$ cat config.mk
export PLATFORM = sky130hd
export DESIGN_NAME = pipe_stage_buf_flat
export DESIGN_NICKNAME = d
export VERILOG_FILES = /design/src/rtl/pipe_stage_buf_pkg.sv /design/src/rtl/pipe_stage_buf_if.sv /design/src/rtl/pipe_stage_buf_entry.sv /design/src/rtl/pipe_stage_buf.sv /design/src/flat_wrapper.sv
export SDC_FILE = /design/constraint.sdc
export NUM_CORES = 1
export LEC_CHECK = 0
export ABC_AREA = 1
export ABC_CLOCK_PERIOD_IN_PS = 1500
export CAP_MARGIN = 20
export CORE_UTILIZATION = 51
export DETAILED_ROUTE_END_ITERATION = 6
export GPL_TIMING_DRIVEN = 1
export PLACE_DENSITY = 0.81
export SETUP_SLACK_MARGIN = 0.4
export SKIP_LAST_GASP = 1
export SYNTH_ARGS = -nofsm -noshare
export SYNTH_HDL_FRONTEND = slang
export SYNTH_SLANG_ARGS = --single-unit
$ cat constraint.sdc
create_clock -name clk -period 1.5 [get_ports clk]
set_input_delay 0.225 -clock clk [delete_from_list [all_inputs] [get_ports clk]]
set_output_delay 0.225 -clock clk [all_outputs]
set_load 0.005 [all_outputs]
$ cat src/rtl/pipe_stage_buf_pkg.sv
// Shared constants for the pipeline stage buffers: reset PC, default field
// widths and the exception codes carried between stages.
package pipe_stage_buf_pkg;

  localparam logic [31:0] RESET_PC_DEFAULT = 32'h0000_3000;
  localparam int          EXC_W_DEFAULT    = 5;
  localparam int          DATA_W_DEFAULT   = 64;

  // Exception codes; EXC_NONE marks an instruction with nothing raised.
  localparam logic [EXC_W_DEFAULT-1:0] EXC_NONE = 5'd0;
  localparam logic [EXC_W_DEFAULT-1:0] EXC_ADEL = 5'd4;
  localparam logic [EXC_W_DEFAULT-1:0] EXC_ADES = 5'd5;
  localparam logic [EXC_W_DEFAULT-1:0] EXC_RI   = 5'd10;
  localparam logic [EXC_W_DEFAULT-1:0] EXC_OV   = 5'd12;

endpackage

$ cat src/rtl/pipe_stage_buf_if.sv
// Upstream and downstream links of one pipeline stage buffer.
interface pipe_stage_buf_if
  import pipe_stage_buf_pkg::*;
#(
  parameter int DATA_W = DATA_W_DEFAULT,
  parameter int EXC_W  = EXC_W_DEFAULT
);

  // Handshake: a beat transfers on a rising clk edge where valid && ready are
  // both high; valid never waits on ready, and the sender holds its fields
  // only as long as it wants the beat offered.
  logic              in_valid;
  logic              in_ready;
  logic [31:0]       in_pc;
  logic [31:0]       in_instr;
  logic [DATA_W-1:0] in_data;
  logic [EXC_W-1:0]  in_exc;
  logic              in_bd;

  logic              out_valid;
  logic              out_ready;
  logic [31:0]       out_pc;
  logic [31:0]       out_instr;
  logic [DATA_W-1:0] out_data;
  logic [EXC_W-1:0]  out_exc;
  logic              out_bd;

  modport master (
    output in_valid, in_pc, in_instr, in_data, in_exc, in_bd, out_ready,
    input  in_ready, out_valid, out_pc, out_instr, out_data, out_exc, out_bd
  );

  modport slave (
    input  in_valid, in_pc, in_instr, in_data, in_exc, in_bd, out_ready,
    output in_ready, out_valid, out_pc, out_instr, out_data, out_exc, out_bd
  );

endinterface

$ cat src/rtl/pipe_stage_buf_entry.sv
// One buffer entry {pc, instr, data, exc, bd} with load and bubble clear.
// A bubble zeroes instr/exc/bd but keeps pc and data as last loaded.
module pipe_entry_reg
  import pipe_stage_buf_pkg::*;
#(
  parameter int          DATA_W   = DATA_W_DEFAULT,
  parameter int          EXC_W    = EXC_W_DEFAULT,
  parameter logic [31:0] RESET_PC = RESET_PC_DEFAULT
) (
  input  logic              clk,
  input  logic              reset,
  input  logic              load,
  input  logic              clear,
  input  logic [31:0]       d_pc,
  input  logic [31:0]       d_instr,
  input  logic [DATA_W-1:0] d_data,
  input  logic [EXC_W-1:0]  d_exc,
  input  logic              d_bd,
  output logic              q_valid,
  output logic [31:0]       q_pc,
  output logic [31:0]       q_instr,
  output logic [DATA_W-1:0] q_data,
  output logic [EXC_W-1:0]  q_exc,
  output logic              q_bd
);

  // Clear wins over load so a flush also drops a same-cycle load.
  always_ff @(posedge clk) begin
    if (reset) begin
      q_valid <= 1'b0;
      q_pc    <= RESET_PC;
      q_instr <= '0;
      q_data  <= '0;
      q_exc   <= '0;
      q_bd    <= 1'b0;
    end else if (clear) begin
      q_valid <= 1'b0;
      q_instr <= '0;
      q_exc   <= '0;
      q_bd    <= 1'b0;
    end else if (load) begin
      q_valid <= 1'b1;
      q_pc    <= d_pc;
      q_instr <= d_instr;
      q_data  <= d_data;
      q_exc   <= d_exc;
      q_bd    <= d_bd;
    end
  end

endmodule

$ cat src/rtl/pipe_stage_buf.sv
// Inter-stage pipeline buffer: main entry drives the outputs, optional skid
// entry absorbs one beat so in_ready can come straight from a flop.
module pipe_stage_buf
  import pipe_stage_buf_pkg::*;
#(
  parameter int          DATA_W   = DATA_W_DEFAULT,
  parameter int          EXC_W    = EXC_W_DEFAULT,
  parameter logic [31:0] RESET_PC = RESET_PC_DEFAULT,
  parameter int          SKID     = 1
) (
  input  logic            clk,
  input  logic            reset,
  input  logic            flush,
  pipe_stage_buf_if.slave bus,
  output logic [1:0]      occupancy,
  output logic [1:0]      state_dbg
);

  typedef enum logic [1:0] {EMPTY = 2'd0, ONE = 2'd1, TWO = 2'd2} state_e;

  state_e state_q, state_d;
  logic   in_ready_w, accept, drain;
  logic   main_load, main_clear, main_from_skid, skid_load, skid_clear;

  logic              main_valid, main_bd, skid_valid, skid_bd;
  logic [31:0]       main_pc, main_instr, skid_pc, skid_instr;
  logic [DATA_W-1:0] main_data, skid_data;
  logic [EXC_W-1:0]  main_exc, skid_exc;

  assign accept = bus.in_valid && in_ready_w;
  assign drain  = main_valid && bus.out_ready;

  always_ff @(posedge clk) begin
    if (reset) state_q <= EMPTY;
    else       state_q <= state_d;
  end

  always_comb begin
    state_d        = state_q;
    main_load      = 1'b0;
    main_clear     = 1'b0;
    main_from_skid = 1'b0;
    skid_load      = 1'b0;
    skid_clear     = 1'b0;
    if (flush) begin
      state_d    = EMPTY;
      main_clear = 1'b1;
      skid_clear = 1'b1;
    end else begin
      case (state_q)
        EMPTY: if (accept) begin
          main_load = 1'b1;
          state_d   = ONE;
        end
        ONE: begin
          if (accept && drain) begin
            main_load = 1'b1;
          end else if (accept) begin
            skid_load = 1'b1;
            state_d   = TWO;
          end else if (drain) begin
            main_clear = 1'b1;
            state_d    = EMPTY;
          end
        end
        TWO: if (drain) begin
          main_load      = 1'b1;
          main_from_skid = 1'b1;
          skid_clear     = 1'b1;
          state_d        = ONE;
        end
        default: state_d = EMPTY;
      endcase
    end
  end

  // Without a skid entry ONE can only accept while draining, so TWO is never
  // reached and the same state machine serves both variants.
  if (SKID != 0) begin : g_skid
    logic in_ready_q;
    always_ff @(posedge clk) begin
      if (reset) in_ready_q <= 1'b1;
      else       in_ready_q <= (state_d != TWO);
    end
    assign in_ready_w = in_ready_q;
  end else begin : g_noskid
    assign in_ready_w = !main_valid || bus.out_ready;
  end

  pipe_entry_reg #(.DATA_W(DATA_W), .EXC_W(EXC_W), .RESET_PC(RESET_PC)) u_main (
    .clk     (clk),
    .reset   (reset),
    .load    (main_load),
    .clear   (main_clear),
    .d_pc    (main_from_skid ? skid_pc    : bus.in_pc),
    .d_instr (main_from_skid ? skid_instr : bus.in_instr),
    .d_data  (main_from_skid ? skid_data  : bus.in_data),
    .d_exc   (main_from_skid ? skid_exc   : bus.in_exc),
    .d_bd    (main_from_skid ? skid_bd    : bus.in_bd),
    .q_valid (main_valid),
    .q_pc    (main_pc),
    .q_instr (main_instr),
    .q_data  (main_data),
    .q_exc   (main_exc),
    .q_bd    (main_bd)
  );

  pipe_entry_reg #(.DATA_W(DATA_W), .EXC_W(EXC_W), .RESET_PC(RESET_PC)) u_skid (
    .clk     (clk),
    .reset   (reset),
    .load    (skid_load),
    .clear   (skid_clear),
    .d_pc    (bus.in_pc),
    .d_instr (bus.in_instr),
    .d_data  (bus.in_data),
    .d_exc   (bus.in_exc),
    .d_bd    (bus.in_bd),
    .q_valid (skid_valid),
    .q_pc    (skid_pc),
    .q_instr (skid_instr),
    .q_data  (skid_data),
    .q_exc   (skid_exc),
    .q_bd    (skid_bd)
  );

  assign bus.in_ready  = in_ready_w;
  assign bus.out_valid = main_valid;
  assign bus.out_pc    = main_pc;
  assign bus.out_instr = main_instr;
  assign bus.out_data  = main_data;
  assign bus.out_exc   = main_exc;
  assign bus.out_bd    = main_bd;
  assign occupancy     = {1'b0, main_valid} + {1'b0, skid_valid};
  assign state_dbg     = state_q;

endmodule

$ cat src/flat_wrapper.sv
// flat-port wrapper written by rule: the top's interface ports become plain ports
module pipe_stage_buf_flat import pipe_stage_buf_pkg::*;
#(
  parameter int          DATA_W   = DATA_W_DEFAULT,
  parameter int          EXC_W    = EXC_W_DEFAULT,
  parameter logic [31:0] RESET_PC = RESET_PC_DEFAULT,
  parameter int          SKID     = 1
)
  (clk, reset, flush, occupancy, state_dbg, bus_in_valid, bus_in_pc, bus_in_instr, bus_in_data, bus_in_exc, bus_in_bd, bus_out_ready, bus_in_ready, bus_out_valid, bus_out_pc, bus_out_instr, bus_out_data, bus_out_exc, bus_out_bd);
  pipe_stage_buf_if #(.DATA_W(DATA_W), .EXC_W(EXC_W)) bus_i ();
  input  logic clk;
  input  logic reset;
  input  logic flush;
  output logic [1:0] occupancy;
  output logic [1:0] state_dbg;
  input wire logic [$bits(bus_i.in_valid)-1:0] bus_in_valid;
  input wire logic [$bits(bus_i.in_pc)-1:0] bus_in_pc;
  input wire logic [$bits(bus_i.in_instr)-1:0] bus_in_instr;
  input wire logic [$bits(bus_i.in_data)-1:0] bus_in_data;
  input wire logic [$bits(bus_i.in_exc)-1:0] bus_in_exc;
  input wire logic [$bits(bus_i.in_bd)-1:0] bus_in_bd;
  input wire logic [$bits(bus_i.out_ready)-1:0] bus_out_ready;
  output wire logic [$bits(bus_i.in_ready)-1:0] bus_in_ready;
  output wire logic [$bits(bus_i.out_valid)-1:0] bus_out_valid;
  output wire logic [$bits(bus_i.out_pc)-1:0] bus_out_pc;
  output wire logic [$bits(bus_i.out_instr)-1:0] bus_out_instr;
  output wire logic [$bits(bus_i.out_data)-1:0] bus_out_data;
  output wire logic [$bits(bus_i.out_exc)-1:0] bus_out_exc;
  output wire logic [$bits(bus_i.out_bd)-1:0] bus_out_bd;
  assign bus_i.in_valid = bus_in_valid;
  assign bus_i.in_pc = bus_in_pc;
  assign bus_i.in_instr = bus_in_instr;
  assign bus_i.in_data = bus_in_data;
  assign bus_i.in_exc = bus_in_exc;
  assign bus_i.in_bd = bus_in_bd;
  assign bus_i.out_ready = bus_out_ready;
  assign bus_in_ready = bus_i.in_ready;
  assign bus_out_valid = bus_i.out_valid;
  assign bus_out_pc = bus_i.out_pc;
  assign bus_out_instr = bus_i.out_instr;
  assign bus_out_data = bus_i.out_data;
  assign bus_out_exc = bus_i.out_exc;
  assign bus_out_bd = bus_i.out_bd;
  pipe_stage_buf #(.DATA_W(DATA_W), .EXC_W(EXC_W), .RESET_PC(RESET_PC), .SKID(SKID)) u_core (.clk(clk), .reset(reset), .flush(flush), .bus(bus_i), .occupancy(occupancy), .state_dbg(state_dbg));
endmodule
; Word level (Yosys, flattened, before mapping)
; Index checks and enable logic that the tools add are counted.
[word_totals]
register_bits = 273
wordCells = 55
[classes]
eq_ne = 3
n_mux = 27
n_reduce_logical = 8
add_sub_neg = 1
bitwise = 2
[ops]
columns = cell, n
row1 = $mux 32, 2
row2 = $mux 64, 1
row3 = $mux 1, 15
row4 = $mux 2, 6
row5 = $pmux 2 s3, 1
row6 = $mux 5, 1
row7 = $reduce_and 2->1, 2
row8 = $reduce_or 2->1, 2
row9 = $logic_and 1x1->1, 3
row10 = $pmux 1 s3, 1
row11 = $add 1x1->2, 1
row12 = $eq 2x1->1 const B, 1
row13 = $eq 2x2->1 const B, 1
row14 = $logic_not 2->1, 1
row15 = $ne 2x2->1 const B, 1
row16 = $not 1->1, 2

; Depth between registers and ports, before layout
[logic_depth]
depth_word = 8
ltp_mapped = 10
depth_no_buf = 8

; Modules after synthesis
; A second synthesis with hierarchy kept.
[hier_totals]
cells_unflattened = 2053
hier_area_um2 = 12952.4
[modules_own_cells]
columns = mod, cells_per_inst, n_inst, seq_area_each_um2, area_each_um2
row1 = pipe_entry_reg, 786, 2, 2702.6, 5398.9
row2 = pipe_stage_buf, 481, 1, 60.1, 2154.6

; Least setup slack after synthesis
; OpenSTA, ideal clock, no wires.
[synth_timing]
path_kind = reg-to-reg
from = register u_core.u_main.q_valid
to = register u_core.u_main.q_instr[11]
n_path_buf = 2
slack_ns = 0.098
synth_period_minus_slack_ns = 1.402
setup_time_ns = 0.112
t_arrival_ns = 1.291
stages_incl_launch_ff = 10
path_cell_list = dfxtp_1 -> nand2_4 -> nand2_2 -> inv_2 -> nor2_4 -> buf_2 -> buf_2 -> nand3_1 -> nor2_1 -> nor2_1
[synth_via]
elab_chain_len = 7
[synth_rtl]
columns = item, line_no
row1 = start: declaration, pipe_stage_buf_entry.sv:19  ; output logic q_valid,
row2 = start signal: assignment, pipe_stage_buf_entry.sv:30  ; q_valid <= 1'b0;
row3 = start signal: assignment, pipe_stage_buf_entry.sv:37  ; q_valid <= 1'b0;
row4 = start signal: assignment, pipe_stage_buf_entry.sv:42  ; q_valid <= 1'b1;
row5 = $logic_and 1x1->1 (*), pipe_stage_buf.sv:31  ; assign drain = main_valid && bus.out_ready;
row6 = $mux 1, "pipe_stage_buf.sv:61, pipe_stage_buf.sv:66"
row7 = $mux 1, pipe_stage_buf.sv:58  ; end else if (accept) begin
row8 = $mux 1, pipe_stage_buf.sv:56  ; if (accept && drain) begin
row9 = $mux 1, pipe_stage_buf.sv:50  ; case (state_q)
row10 = $mux 1, pipe_stage_buf.sv:45  ; if (flush) begin
row11 = $reduce_or 2->1 (no line), -
row12 = end signal: assignment, pipe_stage_buf_entry.sv:44  ; q_instr <= d_instr;
row13 = end: declaration, pipe_stage_buf_entry.sv:21  ; output logic [31:0] q_instr,
; Every way passes the cells marked *; elsewhere a longest branch is shown, timed or not.
; A chain may end at the register's enable or synchronous reset.

; Worst setup path in the final report
[layout_timing]
from = register u_core.u_main.q_valid
to = register u_core.u_skid.q_exc[1]
[layout_via]
elab_chain_len = 5
[layout_rtl]
columns = item, line_no
row1 = $logic_and 1x1->1 (*), pipe_stage_buf.sv:31
row2 = $mux 1 or $logic_and 1x1->1 (tied branches), "pipe_stage_buf.sv:66, pipe_stage_buf.sv:56"
row3 = $mux 1 (on tied branches), "pipe_stage_buf.sv:50, pipe_stage_buf.sv:56"
row4 = $mux 1 (on tied branches), "pipe_stage_buf.sv:45, pipe_stage_buf.sv:50"
row5 = $reduce_or 2->1 (no line) or $mux 1 (tied branches), -
row6 = end signal: assignment, pipe_stage_buf_entry.sv:34  ; q_exc <= '0;
row7 = end signal: assignment, pipe_stage_buf_entry.sv:39  ; q_exc <= '0;
row8 = end signal: assignment, pipe_stage_buf_entry.sv:46  ; q_exc <= d_exc;
row9 = end: declaration, pipe_stage_buf_entry.sv:23  ; output logic [EXC_W-1:0] q_exc,
; Marked as above.

==> impl_results.md <==
* Placer Congestion at roughly 0.83
* Final Cycle Share at 1.14
* CTS HTree Levels at 1
* Num rows at 56
* Hold_sp: reset
* Placed cell count at 2471
* Critical Path Fanout Max at 15
* Core box area at roughly 24000 sq um
* Most used cell, CP: nand2_8
* Total power at 17.9 mW
* CP top delay family: buffers and inverters
* Skew-Pair Late Insertion Delay at 0.54 ns
* Via density at around 5.3
* Worst-path cell chain: buf_6 -> nand2_8 -> nand2_8 -> nor2_4 -> nand2_8 -> clkinv_8 -> buf_12 -> buf_16 -> nand2_1 -> a21oi_1
* Mapped Area at around 12000 sq um
* M1 wire length at ~17000 um
* DRT iter0 DRCs at 1373
* Setup_tns at -19.71 ns
* FF-to-FF Start: u_core.u_main.q_valid
* Fin area at roughly 18000 sq um
* Peak Freq at 585 MHz
* Worst Tran Pin Value at about 0.68 ns
* Remaining Overflow, GRT at 0
* Startpoint Class: flip-flop
* Antenna violations before repair at 2
* Largest net degree at the start of global routing at 72
* Syn avg cell area at 6.32 sq um
* Largest area contributor in the netlist: dfxtp_1
* Worst path depth at 10
* Total length of routed wires at between 40000 and 50000 um
* Top post-synthesis cells by area: dfxtp_1 (44%), nand2_1 (24%), nor2_1 (9.4%), nand3_1 (5.7%), a21oi_1 (5.5%)
* Top-area cell type share of the netlist area at 0.444
* Crit end category: flip-flop
* Crit path arrival time at roughly 2.2 ns
* Worst path slowest cell: dfxtp_4
* Crit path time final at about 1.7 ns
* Final net count at between 2000 and 2500
* CTS tree: built
* Vias in the first global route at 12223
* Residual DRC at 0
* P&R area growth vs syn at 48.8%
* TritonCTS buffer count at 28
* Die X at 157 um
* Synth cell types at 22
* CP startpoint: u_core.u_main.q_valid
* Clock transition at path regs at about 0.060 ns
* Wire per inst at around 17 um
* Initial Utilization at 0.522
* Register-to-register setup slack at -0.21 ns
* PD cells at 976 nW/um^2
* Vias at ~14000
* Non-Filler Instances at 2602
* First-pass GRT wire length at about 59000 um
* WP data required at ~2.0 ns
* Share of layout cells above drive strength 1 at 0.251
* Num ports at 279
* Dpl hpwl at approximately 22000 um
* LEAKAGE at between 8 and 9 nW
* Die Height at 157 um
* Final WS setup at -0.209 ns
* Fin util at 0.777
* Net count of the mapped netlist at around 2100
* Critical Path Sink: u_core.u_skid.q_exc[1]
* Synth Instances at just under 2000
* Setup WS pre-CTS at -0.346 ns
* Clk Tree Root Cell: clkbuf_16
* Port Buf Inserts at between 200 and 300
* Met3 wire len at roughly 4100 um
* GRT Util Overall at 0.295
* CTS Sinks at around 270
* HP Class: in -> reg
* Final setup violation count at approximately 260
* Setup CP Type: reg -> reg
* Highest Signal Layer: met4
* CTS Buffer Depth at 3
* Buf+Inv Stages, Crit Path at 4
* Max-Cap Viols at 0
* Status: finished with violations
* FF+latch count, synth at about 270
* Hold WS at between 0.1 and 0.15 ns
* Skew final at slightly above 0.01 ns
* Yosys synthesis warning count at 0
* RSZ-0062 raised after global routing: true
* Register area share after synthesis at 0.444
* Worst reg2reg endpoint: u_core.u_skid.q_exc[1]
* Failing checks: setup timing
* Hold Vio Cnt, Final at 0
* Peak supply drop at ~0.7 mV
* Max transition margin at 0.544
* Pre-Repair DR Iteration Count at 5
* R2R depth at 10
* Placed Area at 15600 sq um
* Met2 WL at 21500 um
* Max-slew violations at 0
* CP max stage delay at between 0.3 and 0.4 ns
* Die area at roughly 25000 sq um
* Post-route ant nets at 0
metal layers:
layer,up-vias,global-route usage
li1,6527,-
met1,6296,0.354
met2,799,0.514
met3,174,0.0482
met4,0,0.134
met5,-,0
flip-flops by register name (all words and copies together) (netlist names), 2 cells and up:
signal / count
u_core.u_skid.q_exc: 5
u_core.u_main.q_pc: 32
u_core.state_dbg: 2
u_core.u_main.q_exc: 5
u_core.u_main.q_data: 64
u_core.u_skid.q_pc: 32
u_core.u_main.q_instr: 32
u_core.u_skid.q_data: 64
u_core.u_skid.q_instr: 32
final cells by class:
cell class	instances	area [sq um]
multi-input combinational	1365	6090
sequential	273	5640
fill	1613	5240
timing repair buffer	412	4460
clock buffer	41	831
inverter	181	696
tap	319	399
clock inverter	9	173
antenna	2	5.00
worst register-to-register path, delay by kind of cell (launching register included):
family,cells,cell delay (ns)
simple gates,5,0.51
compound gates,1,0.22
buf+inv,4,0.55
flops,1,0.35
power by group:
group / internal [mW] / switching [mW] / total (mW)
Clock: 4.67 / 2.98 / 7.65
Combinational: 1.18 / 1.28 / 2.47
Sequential: 7.57 / 0.175 / 7.74
cell usage after synthesis:
cell type,n
nor2_4,2
buf_6,6
buf_1,15
o21a_1,2
ha_1,1
nor2_2,1
inv_2,4
o21ai_0,1
dfxtp_1,273
nand2_2,2
a21oi_1,134
nor3_1,1
nand2_4,1
inv_1,176
o21ai_2,1
nand3_1,140
buf_2,71
nand2_1,770
clkinv_2,1
nor2_1,308
buf_4,4
clkbuf_1,33
kinds of logic (layout without fill, tap and decap cells):
kind of cell	Yosys count	count (layout)	share of synthesized area
flops	273	273	0.444
other cells	0	2	0
fa+ha+maj	1	1	0.00102
buf+inv	310	643	0.107
compound gates	138	138	0.0569
simple gates	1225	1226	0.391
placed cells by master (no fill, tap or decap), drive strengths merged:
cell	synthesis	layout
nand3	140	140
o21ai	2	2
dfxtp	273	273
clkbuf	33	61
dlygate4sd3	0	1
nor2	311	311
buf	96	252
clkinv	1	5
diode	0	2
nand2	773	774
o21a	2	2
clkinvlp	0	1
bufinv	0	5
inv	180	179
clkdlybuf4s50	0	137
ha	1	1
a21oi	134	134
bufbuf	0	2
nor3	1	1
timing repair:
action | CTS | global route
hold endpoints to repair | 9 | 0
gates resized for setup | 765 | 168
buffers inserted | 21 | 23
pin swaps | 2 | 36
cloned | 7 | 27
endpoints found under the setup margin | 412 | 413
hold buffers | 1 | 0
worst min-delay path by stage:
stage               cells after the start  slack (ns)                   endpoint
global placement                        2        0.45  u_core.u_skid.q_instr[10]
CTS                                     4        0.07        u_core.state_dbg[1]
finish                                  4        0.13        u_core.state_dbg[1]
global route                            4        0.13        u_core.state_dbg[1]
detailed placement                      2        0.45  u_core.u_skid.q_instr[30]
floorplan                               2        0.34     u_core.u_skid.q_pc[12]
(Power assumes the default switching activity.)
